## config.mk

```make
export PLATFORM = sky130hd
export DESIGN_NAME = song_reader
export DESIGN_NICKNAME = d
export VERILOG_FILES = /design/src/rtl/song_reader.sv
export SDC_FILE = /design/constraint.sdc
export NUM_CORES = 1
export LEC_CHECK = 0
export CORE_MARGIN = 4
export CORE_UTILIZATION = 30
export DETAILED_ROUTE_END_ITERATION = 7
export MAX_ROUTING_LAYER = met4
export PLACE_DENSITY_LB_ADDON = 0.2
export SYNTH_ARGS = -nofsm -noshare
export SYNTH_HDL_FRONTEND = slang
export SYNTH_SLANG_ARGS = --single-unit
```

## constraint.sdc

```tcl
create_clock -name clk -period 3.3 [get_ports clk]
set_input_delay 0.66 -clock clk [delete_from_list [all_inputs] [get_ports clk]]
set_output_delay 0.66 -clock clk [all_outputs]
set_load 0.02 [all_outputs]
```

## src/rtl/song_reader.sv

```systemverilog
// Song sequencer: walks the selected song's note list in a synchronous ROM and
// hands each note to the note player with a new_note / note_done handshake.
module song_reader #(
  parameter int NOTES_PER_SONG = 32,
  parameter int NOTE_W         = 6,
  parameter int DUR_W          = 6,
  localparam int IDX_W         = $clog2(NOTES_PER_SONG)
) (
  input  logic                     clk,
  input  logic                     reset,
  input  logic                     play,
  input  logic                     reset_player,
  input  logic [1:0]               song,
  output logic [IDX_W+1:0]         rom_addr,
  input  logic [NOTE_W+DUR_W-1:0]  rom_data,
  input  logic                     note_done,
  output logic [NOTE_W-1:0]        note,
  output logic [DUR_W-1:0]         duration,
  output logic                     new_note,
  output logic                     song_done
);

  localparam logic [2:0] IDLE      = 3'd0;
  localparam logic [2:0] FETCH     = 3'd1;
  localparam logic [2:0] LATCH     = 3'd2;
  localparam logic [2:0] WAIT_NOTE = 3'd3;
  localparam logic [2:0] DONE      = 3'd4;

  localparam logic [IDX_W-1:0] LAST_IDX = IDX_W'(NOTES_PER_SONG - 1);

  logic [2:0]        state_q, state_d;
  logic [IDX_W-1:0]  idx_q, idx_d;
  logic [1:0]        song_q;
  logic [NOTE_W-1:0] note_d;
  logic [DUR_W-1:0]  dur_d;
  logic              new_note_d;
  logic              song_done_d;
  logic              restart;
  logic [NOTE_W-1:0] rom_note;
  logic [DUR_W-1:0]  rom_dur;

  assign rom_addr = {song, idx_q};
  assign rom_note = rom_data[NOTE_W+DUR_W-1:DUR_W];
  assign rom_dur  = rom_data[DUR_W-1:0];

  // A song change is treated exactly like an explicit restart request.
  assign restart = reset_player || (song != song_q);

  always_comb begin
    state_d     = state_q;
    idx_d       = idx_q;
    note_d      = note;
    dur_d       = duration;
    new_note_d  = 1'b0;
    song_done_d = 1'b0;
    if (restart) begin
      state_d = IDLE;
      idx_d   = '0;
    end else begin
      case (state_q)
        IDLE: begin
          if (play) state_d = FETCH;
        end
        FETCH: begin
          state_d = LATCH;
        end
        LATCH: begin
          // A zero duration marks the end of a song shorter than the full slot count.
          if (rom_dur != '0) begin
            note_d     = rom_note;
            dur_d      = rom_dur;
            new_note_d = 1'b1;
            state_d    = WAIT_NOTE;
          end else begin
            song_done_d = 1'b1;
            state_d     = DONE;
          end
        end
        WAIT_NOTE: begin
          if (play && note_done) begin
            if (idx_q == LAST_IDX) begin
              idx_d       = '0;
              song_done_d = 1'b1;
              state_d     = DONE;
            end else begin
              idx_d   = idx_q + IDX_W'(1);
              state_d = FETCH;
            end
          end
        end
        DONE: begin
          // Wait for play to drop so the mcu can react before any replay.
          if (!play) begin
            idx_d   = '0;
            state_d = IDLE;
          end
        end
        default: begin
          idx_d   = '0;
          state_d = IDLE;
        end
      endcase
    end
  end

  always_ff @(posedge clk) begin
    song_q <= song;
    if (!reset) begin
      state_q   <= IDLE;
      idx_q     <= '0;
      note      <= '0;
      duration  <= '0;
      new_note  <= 1'b0;
      song_done <= 1'b0;
    end else begin
      state_q   <= state_d;
      idx_q     <= idx_d;
      note      <= note_d;
      duration  <= dur_d;
      new_note  <= new_note_d;
      song_done <= song_done_d;
    end
  end

endmodule

```

# Word level (Yosys, flattened, before mapping)

Index checks and enable logic that the tools add are counted.

Bitwise gates (word level): 4
Equality and inequality tests: 9
Multiplexer cells: 15
Reductions and logical operators: 10
Add/subtract/negate cells: 1

Operators by type and width:

| operator            | number |
|---|---|
| $mux 3              | 5 |
| $mux 5              | 3 |
| $pmux 3 s5          | 1 |
| $pmux 5 s3          | 1 |
| $reduce_and 3->1    | 3 |
| $eq 3x2->1 const B  | 2 |
| $ne 2x2->1 const B  | 3 |
| $reduce_bool 6->1   | 1 |
| $reduce_or 3->1     | 2 |
| $add 5x1->5 const B | 1 |
| $eq 5x5->1 const B  | 1 |
| $mux 1              | 4 |
| $not 1->1           | 4 |
| $eq 3x1->1 const B  | 1 |
| $eq 3x3->1 const B  | 1 |
| $logic_not 3->1     | 1 |
| $ne 2x2->1          | 1 |
| $pmux 1 s2          | 1 |
| $reduce_or 2->1     | 1 |
| $logic_and 1x1->1   | 1 |
| $logic_or 1x1->1    | 1 |

Word-level logic and storage cells: 46
Bits in registers: 24

# Depth between registers and ports, before layout

Gate-level depths: netlist (run 1).

Depth after elaboration: 4
Mapped depth: 7
Gate-level depth less buffers: 7

# Worst setup path after synthesis (run 1)

Ideal clock, no wire load.

Kind: flip-flop to flip-flop
From: register idx_q[0]
To: register idx_q[2]
Stages on the path, launching flop included: 8
Slack: 1.636 ns
Clock period less this slack: 1.664 ns
Arrival time: 1.592 ns
Setup time: 0.072 ns
Buffers on the path: 0
Cell sequence: dfxtp_1 ha_1 and3_1 ha_1 nand4bb_1 nor2_1 nand3b_1 a21oi_1

Word-level cells in the longest chain between the ends: 4
Elaborated cells on any way between the ends: 5
Those cells by class: add/sub: 1; eq/ne: 1; mux: 3

Ends and longest elaborated chain:

| what                                             | line   | RTL |
|---|---|---|
| start: declaration                               | 32     | `logic [IDX_W-1:0] idx_q, idx_d;` |
| start signal: assignment                         | 117    | `idx_q <= idx_d;` |
| $add 5x1->5 / $eq 5x5->1 (equally long branches) | 86, 81 |  |
| $mux 5 *                                         | 81     | `if (idx_q == LAST_IDX) begin` |
| $mux 5 *                                         | 80     | `if (play && note_done) begin` |
| $pmux 5 s3 *                                     | 60     | `case (state_q)` |

Every way passes the cells marked *; elsewhere a longest branch is shown, timed or not. The select of a mux whose other input is x is not followed.
A chain may end at the register's enable or synchronous reset.

# Worst setup path after layout (run 1)

From: input song[0]
To: output rom_addr[5]

RTL lines:

| what               | line | RTL |
|---|---|---|
| start: declaration | 13   | `input logic [1:0] song,` |
| end: declaration   | 14   | `output logic [IDX_W+1:0] rom_addr,` |

No word-level cell between the ends.

==> reports/results.txt, run 1 <==
# setup viols final: 0
Number of top-level pins: 40
Die width: 69.1 um
CP Max Fanout: 3
Crit path launch type: input pin
Setup ws final: 845 ps
P_leak: 0.632 nW
Height of the die: 69.1 um
Crit path depth: 2
Post-layout util: 0.451
DR WL/cell: 11.9 um
Synth Instances: 125
Fmax: 407 MHz
# hold bufs at CTS: 0
TNS Setup: 0 ps
CTS clock-pin slew for the worst setup and hold paths: 80 ps
Mean area per synthesized cell: 8.95 um2
Period utilization: 0.744
Slowest stage delay, CP: 620 ps
HPWL Detailed: 1860 um
Final hold vios: 0
Dpl cells: 203
Detailed-route DRC error count: 0
CTS sink cnt: 24
Unique masters post-synth: 34
Fin. max-slew vios: 0
First-pass GRT wire length: 4390 um
Total grt overflow: 0
CTS buffer count: 3
Arrival time worst endpoint: 1790 ps
Post-route cell area: 1560 um2
Final worst path period need: 2450 ps
Crit path kind: input pin to output port
Synth warn: 0
H-tree levels: 1
DP Worst Slack: 838 ps
Pre-antenna DRT Iters: 4
R2R cell count: 7
Number of synthesized register bits: 24
RSZ-0062 raised after global routing: no
Mux cell area share after synthesis: 0.107
Post-Syn Nets: 146
Vias per cell: 4.75
Seq/Total Area, Yosys: 0.430
Worst-Skew Late Latency: 260 ps
Delay-heaviest family, CP: buffers and inverters
CTS tree: yes
Worst Hold Class: register to register
Post-CTS Setup Inserts: 0
Crit Reg-Reg Endpoint: idx_q[2]
Worst path required time: 2640 ps
Nets: 183
Starting DRT DRC Count: 89
Syn Std Cell Area: 1120 um2
Multi-input gate area: 579 um2
Post-Route WL: 2460 um
Status: finished clean
CP Capture Type: output port
Cell mode on critical path: clkdlybuf4s50_1
CTS Buffer Depth: 2
Worst path bufs/invs: 2
Setup slack, reg-to-reg: 1520 ps
Fillers: 361
Antenna violations before repair: 0
Max-cap check violation count: 0
Pwr/cell area: 328 nW/um2
Initial Util: 0.323
Vias in the first global route: 973
Placed inst area: 1520 um2
CP endpoint: rom_addr[5]
Synth Area in Simple Gates: 0.267
Clock Skews: 2.10 ps
Commonest non-fill, non-tap cells in the layout: clkdlybuf4s50_1 (39), nand2_1 (30), dfxtp_1 (24)
# resized after CTS: 0
Slew Limit Headroom: 0.757
Worst vdd rail ir drop: 0.285 mV
GP Congestion: 0.801
FP Rows: 21
Share of layout cells above drive strength 1: 0.0625
Critical Path Start: song[0]
Core footprint: 3470 um2
Worst Max-Slew Pin Slew: 365 ps
Via count: 978
IO buf count: 39
Number of inserted diodes: 0
Die Area: 4770 um2
Synth Area in Compound Gates: 0.105
Layout Area Growth over Synthesis: 39.8%
R2r startpoint: idx_q[0]
Clock root cell: clkbuf_8
GR Util All Layers: 0.115
Pin count of the biggest net entering global routing: 25
Largest family of logic cells by synthesized area: simple AND/OR/NAND/NOR gates
Register area: 480 um2
XOR/XNOR Fraction of Synth Area: 0.0157
Fin cells: 206
Final ANT Viol Nets: 0
Slowest-stage cell, CP: clkdlybuf4s50_1
Commonest non-fill, non-tap cell in the layout: clkdlybuf4s50_1
Adder-cell share of the synthesized area: 0.0224
Critical path, cell by cell: clkdlybuf4s50_1 > clkdlybuf4s50_1
## flip-flops by register name, summed over array words and instances, names as in the netlist
register and cells:
duration 6, idx_q 5, new_note 1, note 6
song_done 1, song_q 2, state_q 3
## layer usage
layer / GRT usage / vias up / share of wire
met5: - / - / 0
met4: 0.0390 / 0 / 0.012
met2: 0.181 / 31 / 0.48
met3: 0.0581 / 4 / 0.079
met1: 0.125 / 444 / 0.43
li1: - / 499 / -
## worst min-delay path by stage
stage,start,endpoint,slack (ps),depth (start not counted)
global placement,note[1],note[1],440,2
detailed placement,duration[5],duration[5],460,2
CTS,duration[4],duration[4],470,2
finish,note[1],note[1],470,2
global route,note[2],note[2],490,2
floorplan,state_q[2],state_q[0],520,1
## power by group
group | switching (mW) | total [mW] | internal (mW)
logic | 0.0228 | 0.0503 | 0.0276
clock network | 0.0881 | 0.170 | 0.0816
registers | 0.00148 | 0.292 | 0.291
## layout make-up
| type | count | share of cell area |
|---|---|---|
| multi-input cells | 91 | 0.370 |
| flip-flops and latches | 24 | 0.307 |
| repair buffers | 40 | 0.254 |
| well taps | 46 | 0.0368 |
| clock buffers | 3 | 0.0264 |
| inverters | 2 | 0.00480 |
## cells by family after synthesis
family,Yosys count
XOR/XNOR,2
adder cells (fa/ha/maj),2
multiplexers,12
buffers and inverters,10
AO/OA/AOI/OAI,18
flip-flops,24
AND/OR/NAND/NOR,57
## per-stage QoR
stage | hold WS (ps) | total power [mW]
6_report | 466 | 0.512
5_1_grt | 491 | 0.545
4_1_cts | 471 | 0.524
3_5_place_dp | 457 | 0.350
3_3_place_gp | 444 | 0.349
2_1_floorplan | 520 | 0.320
## synth_stat cells
cell        n  area (um2)
nand2_1    30         113
dfxtp_1    24         480
mux2i_1    12         120
nor2_1     10        37.5
a21oi_1     5        25.0
a31oi_1     3        18.8
clkbuf_1    3        11.3
o21ai_0     3        15.0
a22oi_1     2        15.0
buf_2       2        10.0
buf_4       2        15.0
ha_1        2        25.0
inv_1       2        7.51
nand2b_1    2        12.5
nand3_1     2        10.0
nor3_1      2        10.0
xor2_1      2        17.5
a211oi_1    1        7.51
a22o_1      1        8.76
a22oi_2     1        12.5
a31o_2      1        8.76
and2_1      1        6.26
and3_1      1        6.26
and4b_1     1        10.0
buf_8       1        15.0
nand3_4     1        17.5
nand3b_1    1        7.51
nand4bb_1   1        11.3
nor2_2      1        6.26
nor2b_1     1        6.26
nor3_4      1        16.3
nor3b_1     1        7.51
nor4_4      1        21.3
o22ai_1     1        6.26
No activity file was read; power rests on OpenSTA's default activity.
==> run 2, diff against run 1 <==
- clock period: 3.3 -> 2.3 ns (I/O delays scaled with it)
==> run 2 against run 1 <==
Compared with the run above: critical path depth is the same; combinational power grew 43%; count of clock-buffer cells in the layout grew 1; sequential share of layout area shrank 0.27 points; clock power grew 67%; flip-flop and latch count is the same; worst setup slack lost 600 ps; largest power group unchanged.
==> reports/results.txt, run 2 (synthesized netlist as in run 1, its figures left out) <==
Initial Util: 0.323 (unchanged)
Crit path depth: 2 (unchanged)
Pin count of the biggest net entering global routing: 20 (-20%)
Pre-antenna DRT Iters: 4 (unchanged)
Post-Route WL: 2400 um (-2.5%)
Starting DRT DRC Count: 37 (-58%)
Setup slack, reg-to-reg: 550 ps (-970 ps)
Clock group share of total power: 0.366 (+0.035)
RSZ-0062 raised after global routing: no
R2R cell count: 7 (unchanged)
Net Switching: 0.166 mW (+48%)
Pwr/cell area: 492 nW/um2 (+50%)
# hold bufs at CTS: 0 (unchanged)
Worst Hold Class: register to register
Vias per cell: 4.63 (-2.5%)
Comb pwr share: 0.093 (-0.005)
GR Util met3: 0.0654 (+0.00727)
Height of the die: 69.1 um (unchanged)
GR peak layer: met2
Delay-heaviest family, CP: buffers and inverters
Hold Path Stages: 2 (unchanged)
Worst path bufs/invs: 2 (unchanged)
Largest regs: duration (6), note (6), idx_q (5)
M2 GR Usage: 0.177 (-0.00424)
Vias in the first global route: 965 (-0.82%)
Clock Skews: 1.78 ps (-0.320 ps)
Post-CTS Setup Inserts: 0 (unchanged)
Int Power: 0.610 mW (+52%)
CTS tree: yes
Antenna violations before repair: 0 (unchanged)
Layout Area Growth over Synthesis: 41.1%
TNS Setup: 0 ps (unchanged)
CTS clock-pin slew for the worst setup and hold paths: 80 ps (about the same)
Total power draw: 0.776 mW (+51%)
Arrival time worst endpoint: 1600 ps (-190 ps)
Period utilization: 0.894
Commonest non-fill, non-tap cells in the layout: clkdlybuf4s50_1 (39), nand2_1 (30), dfxtp_1 (24)
Crit path launch type: input pin
Fillers: 357 (-1.1%)
Worst-Skew Late Latency: 260 ps (about the same)
# setup viols final: 0 (unchanged)
Status: finished clean
Critical path, cell by cell: clkdlybuf4s50_1 > clkdlybuf4s50_1
IO buf count: 39 (unchanged)
Detailed-route DRC error count: 0 (unchanged)
Via count: 958 (-2.0%)
GR Util All Layers: 0.111 (-0.00389)
CTS Buffer Depth: 2 (unchanged)
Die Area: 4770 um2 (unchanged)
Core footprint: 3470 um2 (unchanged)
DR WL/cell: 11.6 um (-3.0%)
CTS sink cnt: 24 (unchanged)
Share of layout cells above drive strength 1: 0.0683 (+0.00582)
Final ANT Viol Nets: 0 (unchanged)
Number of inserted diodes: 0 (unchanged)
CTS buffer count: 3 (unchanged)
Final worst path period need: 2060 ps
H-tree levels: 1 (unchanged)
Register area: 480 um2 (unchanged)
Dpl cells: 203 (unchanged)
Slowest-stage cell, CP: clkdlybuf4s50_1
Number of top-level pins: 40 (unchanged)
Slew Limit Headroom: 0.748 (-0.00824)
Die width: 69.1 um (unchanged)
Fin cells: 207 (+0.49%)
Total grt overflow: 0 (unchanged)
Fmax: 487 MHz
HPWL Detailed: 1880 um (+1.1%)
Cell mode on critical path: clkdlybuf4s50_1
Nets: 183 (unchanged)
Max-cap check violation count: 0 (unchanged)
CP Capture Type: output port
GP Congestion: 0.806 (+0.66%)
Worst vdd rail ir drop: 0.325 mV (+14%)
Commonest non-fill, non-tap cell in the layout: clkdlybuf4s50_1
Met1 usage: 0.118 (-0.00666)
Crit path kind: input pin to output port
Clock root cell: clkbuf_8
Final hold vios: 0 (unchanged)
P_leak: 0.639 nW (+1.1%)
CP Max Fanout: 3 (unchanged)
Worst path required time: 1840 ps (-800 ps)
Multi-input gate area: 579 um2 (unchanged)
Sw frac: 0.214 (-0.00500)
First-pass GRT wire length: 4240 um (-3.5%)
Worst Max-Slew Pin Slew: 377 ps (+12.3 ps)
Fin. max-slew vios: 0 (unchanged)
# resized after CTS: 0 (unchanged)
Slowest stage delay, CP: 620 ps (about the same)
Seq pwr share: 0.541 (-0.030)
Post-layout util: 0.455 (+0.00397)
FP Rows: 21 (unchanged)
-- run 2: final cells by class --
| type | count | area share |
|---|---|---|
| inverter | 2 | 0.00476 |
| sequential | 24 | 0.305 |
| clock buffer | 4 | 0.0349 |
| tap | 46 | 0.0365 |
| timing repair buffer | 40 | 0.252 |
| multi-input combinational | 91 | 0.367 |
-- run 2: power groups by stage --
stage / clock [mW] / combinational, mW / sequential (mW)
after floorplan: 0 / 0.0311 / 0.428
after global placement: 0 / 0.0718 / 0.429
after detailed placement: 0 / 0.0729 / 0.429
after CTS: 0.298 / 0.0732 / 0.420
after global routing: 0.319 / 0.0793 / 0.420
final: 0.284 / 0.0721 / 0.420
-- run 2: final timing paths --
| path | to | start |
|---|---|---|
| max | rom_addr[6] | song[1] |
| min | note[4] | note[4] |
| max reg2reg | idx_q[2] | idx_q[0] |
| min reg2reg | note[4] | note[4] |
-- run 2: through the flow --
step	instance area [um2]	setup slack (ps)	hold slack [ps]
final	1580	245	461
after global routing	1580	217	492
after CTS	1580	243	464
after detailed placement	1520	241	454
after global placement	1520	258	443
after floorplan	1120	636	488
-- run 2: metal layers --
layer,share of wire,vias to the layer above
met3,0.10,2
met5,0,-
li1,-,501
met1,0.41,427
met4,0.0058,0
met2,0.48,28
